### config.mk
export PLATFORM = sky130hd
export DESIGN_NAME = egress_port_arbiter
export DESIGN_NICKNAME = d
export VERILOG_FILES = /design/src/rtl/router_pkg.sv /design/src/rtl/rr_picker.sv /design/src/rtl/egress_port_arbiter.sv
export SDC_FILE = /design/constraint.sdc
export NUM_CORES = 1
export LEC_CHECK = 0
export ABC_AREA = 1
export CORE_ASPECT_RATIO = 0.7
export CORE_MARGIN = 1
export CORE_UTILIZATION = 44
export CTS_CLUSTER_DIAMETER = 200
export CTS_CLUSTER_SIZE = 25
export DETAILED_ROUTE_END_ITERATION = 8
export PLACE_DENSITY = 0.82
export SETUP_SLACK_MARGIN = 0.4
export SKIP_CTS_REPAIR_TIMING = 1
export SLEW_MARGIN = 40
export SYNTH_ARGS = -nofsm -noshare
export SYNTH_HDL_FRONTEND = slang
export SYNTH_HIERARCHICAL = 1
export SYNTH_SLANG_ARGS = --single-unit
### constraint.sdc
create_clock -name clk -period 6.6 [get_ports clk]
set_clock_uncertainty 0.15 [all_clocks]
set_input_delay 0.99 -clock clk [delete_from_list [all_inputs] [get_ports clk]]
set_output_delay 0.99 -clock clk [all_outputs]
set_load 0.01 [all_outputs]
### src/rtl/router_pkg.sv
// ---------------------------------------------------------------------------
// router_pkg
// Shared types and constants for the 4-port router egress path.
//   NUM_PORTS   : number of source FIFOs feeding each egress arbiter
//   CNT_W       : width of the per-source starvation counters (limit 1..15)
//   prio_t      : 2-bit programmable priority, 3 = highest
//   src_idx_t   : source index / round-robin pointer
//   flit_t      : address/data pair carried by one flit
//   arb_state_e : output register occupancy (EMPTY / FULL)
// ---------------------------------------------------------------------------
package router_pkg;

   localparam int NUM_PORTS = 4;
   localparam int CNT_W     = 4;

   typedef logic [1:0] prio_t;
   typedef logic [1:0] src_idx_t;

   typedef struct packed {
      logic [15:0] addr;
      logic [15:0] data;
   } flit_t;

   typedef enum logic {
      EMPTY = 1'b0,
      FULL  = 1'b1
   } arb_state_e;

endpackage

### src/rtl/rr_picker.sv
// ---------------------------------------------------------------------------
// rr_picker
// Combinational round-robin picker over NUM_PORTS requesters. The search
// starts at last_i+1 and wraps, so the most recent winner has lowest
// precedence among the current requesters.
//   req_i       in   NUM_PORTS  candidate mask
//   last_i      in   2          index of the previous winner
//   grant_o     out  NUM_PORTS  one-hot grant (all zero when req_i == 0)
//   grant_idx_o out  2          index of the granted requester
// ---------------------------------------------------------------------------
module rr_picker
   import router_pkg::*;
(
   input  logic [NUM_PORTS-1:0] req_i,
   input  src_idx_t             last_i,
   output logic [NUM_PORTS-1:0] grant_o,
   output src_idx_t             grant_idx_o
);

   src_idx_t idx;
   logic     found;

   always_comb begin
      grant_o     = '0;
      grant_idx_o = '0;
      found       = 1'b0;
      idx         = '0;
      // Offset NUM_PORTS wraps back to last_i itself, so it is checked last.
      for (int k = 1; k <= NUM_PORTS; k++) begin
         idx = last_i + src_idx_t'(k);
         if (!found && req_i[idx]) begin
            found        = 1'b1;
            grant_o[idx] = 1'b1;
            grant_idx_o  = idx;
         end
      end
   end

endmodule

### src/rtl/egress_port_arbiter.sv
// ---------------------------------------------------------------------------
// egress_port_arbiter
// Per-destination output stage of the 4-port router. Picks one of the source
// FIFO heads (starved sources first, then highest priority, ties broken
// round-robin), pops it and holds it in a one-entry output register.
//   clk        in   1               clock, all state on posedge
//   reset      in   1               asynchronous, active-low reset
//   src_valid  in   NUM_SRC         show-ahead FIFO head valid
//   src_addr   in   NUM_SRC*ADDR_W  head addresses, source i at [i*ADDR_W +: ADDR_W]
//   src_data   in   NUM_SRC*DATA_W  head data, same packing
//   src_pop    out  NUM_SRC         one-hot pop of the winning FIFO
//   prio_wr    in   1               load prio_val into the priority register
//   prio_val   in   8               priority of source i at [2i+1:2i]
//   rd_en      in   1               destination accepts the current flit
//   addr_out   out  ADDR_W          registered flit address
//   data_out   out  DATA_W          registered flit data
//   data_rdy   out  1               output register full (also the FSM state)
//   grant_id   out  2               source index of the registered flit
//
// Handshakes: a source transfer happens on a rising edge where src_valid[i]
// and src_pop[i] are both high; an output transfer happens on a rising edge
// where data_rdy and rd_en are both high. rd_en with data_rdy low is ignored,
// and addr/data/grant_id stay stable while data_rdy is high and rd_en is low.
// ---------------------------------------------------------------------------
module egress_port_arbiter
   import router_pkg::*;
#(
   parameter int NUM_SRC      = 4,
   parameter int ADDR_W       = 16,
   parameter int DATA_W       = 16,
   parameter int STARVE_LIMIT = 4
) (
   input  logic                      clk,
   input  logic                      reset,
   input  logic [NUM_SRC-1:0]        src_valid,
   input  logic [NUM_SRC*ADDR_W-1:0] src_addr,
   input  logic [NUM_SRC*DATA_W-1:0] src_data,
   output logic [NUM_SRC-1:0]        src_pop,
   input  logic                      prio_wr,
   input  logic [7:0]                prio_val,
   input  logic                      rd_en,
   output logic [ADDR_W-1:0]         addr_out,
   output logic [DATA_W-1:0]         data_out,
   output logic                      data_rdy,
   output logic [1:0]                grant_id
);

   localparam logic [CNT_W-1:0] LIMIT = CNT_W'(STARVE_LIMIT);

   arb_state_e        state_q;
   logic [ADDR_W-1:0] addr_q;
   logic [DATA_W-1:0] data_q;
   src_idx_t          grant_q;
   logic [7:0]        prio_q;
   src_idx_t          last_q;
   logic [CNT_W-1:0]  cnt_q [NUM_SRC];
   logic [CNT_W-1:0]  cnt_d [NUM_SRC];

   logic [NUM_SRC-1:0] starved, top_mask, pick_req, win_oh;
   src_idx_t           win_idx;
   prio_t              top_prio;
   logic [ADDR_W-1:0]  win_addr;
   logic [DATA_W-1:0]  win_data;
   logic               load;

   // Candidate selection: starved requesters override priority entirely.
   always_comb begin
      starved  = '0;
      top_mask = '0;
      top_prio = '0;
      for (int i = 0; i < NUM_SRC; i++) begin
         starved[i] = src_valid[i] && (cnt_q[i] == LIMIT);
         if (src_valid[i] && (prio_q[2*i +: 2] > top_prio))
            top_prio = prio_q[2*i +: 2];
      end
      for (int i = 0; i < NUM_SRC; i++)
         top_mask[i] = src_valid[i] && (prio_q[2*i +: 2] == top_prio);
      pick_req = (|starved) ? starved : top_mask;
   end

   rr_picker u_rr_picker (
      .req_i       (pick_req),
      .last_i      (last_q),
      .grant_o     (win_oh),
      .grant_idx_o (win_idx)
   );

   // Qualified by reset so no pop escapes while reset is asserted.
   assign load    = reset && (|src_valid) && ((state_q == EMPTY) || rd_en);
   assign src_pop = load ? win_oh : '0;

   always_comb begin
      win_addr = '0;
      win_data = '0;
      for (int i = 0; i < NUM_SRC; i++) begin
         if (win_idx == src_idx_t'(i)) begin
            win_addr = src_addr[i*ADDR_W +: ADDR_W];
            win_data = src_data[i*DATA_W +: DATA_W];
         end
      end
   end

   // A source that is not requesting loses its starvation history at once.
   always_comb begin
      for (int i = 0; i < NUM_SRC; i++) begin
         if (!src_valid[i])
            cnt_d[i] = '0;
         else if (load && (win_idx == src_idx_t'(i)))
            cnt_d[i] = '0;
         else if (load && (cnt_q[i] != LIMIT))
            cnt_d[i] = cnt_q[i] + 1'b1;
         else
            cnt_d[i] = cnt_q[i];
      end
   end

   // Output register FSM.
   always_ff @(posedge clk or negedge reset) begin
      if (!reset) begin
         state_q <= EMPTY;
         addr_q  <= '0;
         data_q  <= '0;
         grant_q <= '0;
      end else begin
         case (state_q)
            EMPTY: begin
               if (load) begin
                  state_q <= FULL;
                  addr_q  <= win_addr;
                  data_q  <= win_data;
                  grant_q <= win_idx;
               end
            end
            FULL: begin
               if (rd_en) begin
                  if (load) begin
                     addr_q  <= win_addr;
                     data_q  <= win_data;
                     grant_q <= win_idx;
                  end else begin
                     state_q <= EMPTY;
                  end
               end
            end
            default: state_q <= EMPTY;
         endcase
      end
   end

   // Arbitration state. A priority write only affects later arbitrations.
   always_ff @(posedge clk or negedge reset) begin
      if (!reset) begin
         prio_q <= 8'h00;
         last_q <= 2'd3;
         for (int i = 0; i < NUM_SRC; i++) cnt_q[i] <= '0;
      end else begin
         if (prio_wr) prio_q <= prio_val;
         if (load)    last_q <= win_idx;
         for (int i = 0; i < NUM_SRC; i++) cnt_q[i] <= cnt_d[i];
      end
   end

   assign addr_out = addr_q;
   assign data_out = data_q;
   assign data_rdy = (state_q == FULL);
   assign grant_id = grant_q;

endmodule
==> out/qor.txt, run 1 <==
Wirelength per Cell - 15.9 µm
Number of synthesized flops with an enable pin - 0
Most frequent cells in the layout - clkdlybuf4s50_1, nand2_1, nand3_1, o21ai_0, dfrtp_1
Fmax - 166 MHz
Total grt overflow - 0
Worst Path Class, Setup - input pin to output pin
CP arrival - 4.90 ns
Seq/Total Area, Yosys - 0.341
Seq pwr share - 0.179
Boundary Pins - 183
Pin count of the biggest net entering global routing - 77
Cell depth of the worst flop-to-flop path - 35
Total core area - 9800 µm²
Clock Power Share - 0.129
Horiz. Die Dim - 123 µm
Die Y - 86.5 µm
Final wirelength - 15.4 mm
Port bufs - 182
Slew Viols, Final - 0
Syn_area_per_cell - 7.10 µm²
GRT Total Usage - 0.287
First-pass DRT Iterations - 5
Vias - 5,153
HP Class - flip-flop to flip-flop
Gpl congestion - 0.962
CP Capture Type - output pin
Mapped Nets - 798
Die outline area - 10,600 µm²
Diode count - 0
Main synth FF type - dfrtp_1
Vias in the first global route - 4,840
Row count - 30
Rel. slew slack - 0.604
First-pass GRT wire length - 23.7 mm
Final hold vios - 0
Commonest non-fill, non-tap cell in the layout - clkdlybuf4s50_1
Logic gate share of total power - 0.692
Clock root buffer - clkbuf_16
Initial DRC Count - 386
Post-synthesis cell count - 632
Slowest cell delay on critical path - 0.30 ns
Crit path time final - 6.04 ns
Hold path depth - 2
Vias per cell - 5.33
Internal Power - 1710 µW
Area delta synth->final - 55.5%
RSZ-0062 raised after global routing - false
Cell Pwr Density - 473 nW/µm²
Setup slack, reg-to-reg - 1.11 ns
Initial Util - 0.458
CTS tree - built
Yosys reg bits - 61
Max Cap Viol - 0
DP Worst Slack - -0.412 ns
Setup TNS - 0 ns
Crit share post-route - 0.915
CTS H-tree depth - 3
Slowest-stage cell, CP - ha_4
CTS Buf Count - 9
Reg-to-Reg End - data_out[0]
Fillers - 781
Antenna violations before repair - 0
Switch share - 0.482
Max IR drop VDD - 0.273 mV
WHS Endpoint - grant_id[1]
Insertion delay to the later sink of the worst-skew pair - 0.33 ns
DPL Wire Length - 11.8 mm
Final Power - 3300 µW
Worst-path clk slew - 0.05 ns
Yosys cell types - 39
Layout cells sized above 1 - 0.158
Number of nets in the layout - 1,000
NetSw - 1590 µW
Post-Syn Area - 4490 µm²
Crit-path most repeated cell - nand2_2
Setup ws final - 0.560 ns
Post-DRT Antenna Nets - 0
CTS sink count - 61
# setup viols final - 0
Post-synth ARST share - 1.00
Cell area after layout - 6980 µm²
Worst-Margin Slew - 0.594 ns
CP startpoint kind - input pin
Placed cell areas - 6590 µm²
DRC Markers - 0
Status - complete, no violations
Reg2reg start - prio_q[2]
Crit path max fanout - 6
WP data required - 5.46 ns
LEAKAGE - 0.00314 µW
CTS max path bufs - 2
Hold Path Origin - grant_id[1]
Yosys warning count - 6
power by group through the flow:
stage	registers (µW)	clock network [µW]	logic, µW
after floorplan	627	0	1330
after global placement	587	0	2180
after detailed placement	593	0	2240
after CTS	589	432	2260
after global routing	608	450	2520
final	591	425	2290
cells in the mapped netlist (4+ instances only):
| cell | instances | area share |
|---|---|---|
| o21ai_0 | 77 | 0.086 |
| dfrtp_1 | 59 | 0.33 |
| ha_1 | 22 | 0.061 |
| a21oi_1 | 14 | 0.016 |
| nor2_4 | 4 | 0.010 |
| inv_2 | 13 | 0.011 |
| nor2_1 | 19 | 0.016 |
| a21boi_0 | 4 | 0.0067 |
| o21ai_1 | 35 | 0.039 |
| nand4_1 | 6 | 0.0084 |
| buf_2 | 13 | 0.015 |
| nand2_1 | 177 | 0.15 |
| nand3_1 | 81 | 0.090 |
| nand3_2 | 6 | 0.013 |
| clkbuf_1 | 10 | 0.0084 |
| inv_1 | 44 | 0.037 |
| nand2_4 | 5 | 0.013 |
| nand2_2 | 9 | 0.013 |
flip-flops by register name, indices dropped and copies added (netlist names):
register / count
addr_out: 16
cnt_q: 16
data_out: 16
prio_q: 8
grant_id: 2
last_q: 2
data_rdy: 1
cell families after synthesis:
group	after synthesis	synth area share
buf+inv	86	0.0839
simple gates	314	0.325
compound gates	147	0.185
xor+xnor	2	0.00390
fa+ha+maj	22	0.0613
flops	61	0.341
per-stage QoR:
step	util	hold WS, ns	cells
2_1_floorplan	-	0.289	632
3_3_place_gp	0.673	0.312	948
3_5_place_dp	0.673	0.316	948
4_1_cts	0.700	0.333	963
5_1_grt	0.712	0.339	966
6_report	0.712	0.329	966
how the worst max path moves through the flow:
stage | from | end | slack (ns) | depth (start not counted)
floorplan | src_valid[0] | src_pop[0] | 1.08 | 32
global placement | src_valid[0] | src_pop[3] | -0.17 | 34
detailed placement | src_valid[0] | src_pop[3] | -0.41 | 34
CTS | src_valid[0] | src_pop[3] | -0.41 | 34
global route | src_valid[0] | src_pop[1] | 0.34 | 37
finish | src_valid[0] | src_pop[1] | 0.56 | 33
cell type report:
class | instances | area [µm²] | area share
clock buffers | 11 | 243 | 0.0348
inverters | 60 | 241 | 0.0346
multi-input cells | 485 | 2680 | 0.384
flip-flops and latches | 61 | 1530 | 0.219
well taps | 128 | 160 | 0.0229
repair buffers | 217 | 2100 | 0.301
clock inverters | 4 | 25.0 | 0.00359
worst max-delay path: cells and delay by family:
| family | cells | cell delay, ns |
|---|---|---|
| AOI/OAI and AO/OA | 3 | 0.56 |
| adders and majority gates | 3 | 0.83 |
| buffers and inverters | 5 | 0.56 |
| and+or+nand+nor | 22 | 1.96 |
routing by layer:
metal	global-route usage	part of all wire	vias up
met5	0	0	-
met4	0.0732	0.015	0
met3	0.0586	0.071	30
met2	0.468	0.48	187
met1	0.390	0.44	2426
li1	-	-	2510
Power figures use the tool's default switching activity.
==> run 2, diff against run 1 <==
--- a/config.mk
+++ b/config.mk
@@ -6,6 +6,7 @@
 export NUM_CORES = 1
 export LEC_CHECK = 0
 export ABC_AREA = 1
+export CAP_MARGIN = 10
 export CORE_ASPECT_RATIO = 0.7
 export CORE_MARGIN = 1
 export CORE_UTILIZATION = 44
==> results of run 2 <==
The final DEF is identical to that of run 1; final timing and power are the same.
==> run 3, diff against run 2 <==
--- a/config.mk
+++ b/config.mk
@@ -5,7 +5,6 @@
 export SDC_FILE = /design/constraint.sdc
 export NUM_CORES = 1
 export LEC_CHECK = 0
-export ABC_AREA = 1
 export CAP_MARGIN = 10
 export CORE_ASPECT_RATIO = 0.7
 export CORE_MARGIN = 1
@@ -13,6 +12,7 @@
 export CTS_CLUSTER_DIAMETER = 200
 export CTS_CLUSTER_SIZE = 25
 export DETAILED_ROUTE_END_ITERATION = 8
+export MAX_ROUTING_LAYER = met4
 export PLACE_DENSITY = 0.82
 export SETUP_SLACK_MARGIN = 0.4
 export SKIP_CTS_REPAIR_TIMING = 1
==> run 3 against run 2 <==
The flow now finishes with violations (negative setup slack). Non-clock buffer count grew 27. Synthesized area is 3.0% lower. Sequential power is 3% higher. Global-route usage is 1.7 points lower. Count of clock-buffer cells in the layout unchanged. Via count down 14%. Design area rose by 6.5%. Setup slack lost 1.0 ns. Total power is 3.9% higher. Combinational power up 4%. Sequential share of layout area down 1.3 points. Critical path type unchanged. Largest power group unchanged.
==> out/qor.txt, run 3 <==
CTS H-tree depth - 3 (unchanged)
M1 WL - 5.84 mm (-13%)
Initial Util - 0.467 (+0.00868)
LEAKAGE - 0.00326 µW (+4.1%)
Fillers - 566 (-28%)
Vias - 4,442 (-14%)
Max IR drop VDD - 0.258 mV (-5.4%)
Crit path time final - 7.04 ns (+0.997 ns)
CTS sink count - 61 (unchanged)
Yosys warning count - 6 (unchanged)
Most frequent cell after synthesis - nand2_1
Metal3 WL - 997 µm (-8.9%)
Commonest non-fill, non-tap cell in the layout - clkdlybuf4s50_1
HP Class - flip-flop to flip-flop
Setup ws final - -0.436 ns (-0.997 ns)
Multi-input logic area - 2960 µm² (+10%)
Worst-Margin Slew - 0.733 ns (+0.139 ns)
Yosys top cell area share - 0.339 (+0.0102)
RSZ-0062 raised after global routing - true
Total grt overflow - 0 (unchanged)
Die Y - 85.2 µm (-1.5%)
Post-synthesis cell count - 449 (-29%)
Register area - 1530 µm² (unchanged)
Vias in the first global route - 4,307 (-11%)
First-pass DRT Iterations - 5 (unchanged)
Buf+Inv Stages, Crit Path - 6 (+1)
Failing checks - negative setup slack
Post-Route Hold Slack - 0.321 ns (-0.00755 ns)
Worst-path clk slew - 0.05 ns (about the same)
Clock root buffer - clkbuf_16
CP startpoint kind - input pin
Crit path max fanout - 7 (+1)
Boundary Pins - 183 (unchanged)
Slew Viols, Final - 0 (unchanged)
Layout cells sized above 1 - 0.267 (+0.110)
Seq pwr share - 0.177 (-0.002)
Area delta synth->final - 70.8%
Vias per cell - 5.47 (+2.6%)
DRC Markers - 0 (unchanged)
Final hold vios - 0 (unchanged)
Cell Pwr Density - 462 nW/µm² (-2.5%)
GRT Total Usage - 0.270 (-0.0171)
Slowest cell delay on critical path - 0.28 ns (-0.02 ns)
Fmax - 142 MHz (-14%)
CP Capture Type - output pin
Die outline area - 10,300 µm² (-2.9%)
Cell area after layout - 7430 µm² (+6.5%)
Worst Path Class, Setup - input pin to output pin
Main synth FF type - dfrtp_1
Crit path max-delay family - compound AO/OA/AOI/OAI gates
Syn_area_per_cell - 9.69 µm² (+37%)
Number of nets in the layout - 849 (-15%)
Yosys reg bits - 61 (unchanged)
Logic gate share of total power - 0.693 (about the same)
Final wirelength - 14.5 mm (-5.8%)
Seq/Total Area, Yosys - 0.351 (+0.0106)
Switch share - 0.375 (-0.108)
Row count - 29 (-3.3%)
DPL Wire Length - 10.2 mm (-14%)
Clock Power Share - 0.130 (about the same)
Pin count of the biggest net entering global routing - 63 (-18%)
Wirelength per Cell - 17.8 µm (+12%)
Final Power - 3430 µW (+3.9%)
Crit share post-route - 1.07 (+0.151)
Horiz. Die Dim - 121 µm (-1.5%)
Final Util - 0.797 (+0.0846)
Post-DRT Antenna Nets - 0 (unchanged)
# setup viols final - 46 (+46)
Yosys cell types - 59 (+51%)
Antenna violations before repair - 0 (unchanged)
Post-synth ARST share - 1.00 (unchanged)
Synth cell count leaders - nand2_1, dfrtp_1, mux4_2
Diode count - 0 (unchanged)
Most frequent cells in the layout - clkdlybuf4s50_1, nand2_1, dfrtp_1
WL met2 - 7.40 mm (+1.0%)
Placed cell areas - 6710 µm² (+1.7%)
NetSw - 1280 µW (-19%)
DP Worst Slack - -1.09 ns (-0.673 ns)
First-pass GRT wire length - 20.7 mm (-13%)
Synth top area cells - dfrtp_1, mux4_2, nand2_1, ha_1, o21ai_0
Post-Syn Area - 4350 µm² (-3.0%)
Number of synthesized flops with an enable pin - 0 (unchanged)
Status - finished with violations
Max Cap Viol - 0 (unchanged)
Initial DRC Count - 262 (-32%)
Port bufs - 182 (unchanged)
Internal Power - 2150 µW (+25%)
WP data required - 5.46 ns (about the same)
Total core area - 9330 µm² (-4.8%)
Mapped Nets - 615 (-23%)
Slowest-stage cell, CP - a221o_1
CTS tree - built
CP arrival - 5.90 ns (+1.00 ns)
Gpl congestion - 0.876 (-8.9%)
Rel. slew slack - 0.505 (-0.0991)
Insertion delay to the later sink of the worst-skew pair - 0.34 ns (about the same)
Dominant cell type by area after synthesis - dfrtp_1
CTS max path bufs - 2 (unchanged)
Max Used Layer - met4
CTS Buf Count - 9 (unchanged)
## run 3: kinds of logic after synthesis
family          after synthesis  synth area share
xor+xnor                     14            0.0282
buf+inv                      43            0.0437
fa+ha+maj                    22            0.0633
flops                        61             0.351
compound gates               69             0.120
simple gates                198             0.198
mux                          42             0.196
## run 3: worst register-to-register path, delay by kind of cell (launching register included)
family | cells | cell delay (ns)
adder cells (fa/ha/maj) | 3 | 0.58
flip-flops | 1 | 0.42
multiplexers | 2 | 1.00
buffers and inverters | 8 | 1.01
XOR/XNOR | 1 | 0.10
AND/OR/NAND/NOR | 6 | 0.73
AO/OA/AOI/OAI | 11 | 2.44
## run 3: worst paths after layout
path / from / endpoint / slack (ns) / depth (start not counted)
max: src_valid[0] / src_pop[0] / -0.44 / 28
min: data_out[7] / data_out[7] / 0.32 / 2
max reg2reg: prio_q[1] / data_out[12] / 0.06 / 31
min reg2reg: data_out[7] / data_out[7] / 0.32 / 2
max in group asynchronous: reset / prio_q[3] / 5.32 / 2
min in group asynchronous: reset / cnt_q[8] / 0.57 / 2
## run 3: cell type report
type	count	share of cell area
clock inverter	5	0.00471
sequential	61	0.206
clock buffer	11	0.0340
timing repair buffer	244	0.325
tap	124	0.0209
multi-input combinational	346	0.399
inverter	21	0.0106
## run 3: metrics by stage
stage / setup TNS, ns / std cells
global route: -18.71 / 812
finish: -8.18 / 812
detailed placement: -31.41 / 772
global placement: -22.43 / 772
floorplan: 0 / 449
CTS: -15.11 / 788
## run 3: per-layer routing
metal | vias up | track usage
li1 | 2053 | -
met1 | 2184 | 0.332
met2 | 179 | 0.452
met3 | 26 | 0.0618
met4 | 0 | 0.0673
met5 | - | -
## run 3: power by group through the flow
stage                     clock network, µW  registers, µW  logic (µW)
after floorplan                           0            631        1260
after global placement                    0            597        1930
after detailed placement                  0            604        1980
after CTS                               450            602        1980
after global routing                    466            626        2540
final                                   446            608        2380
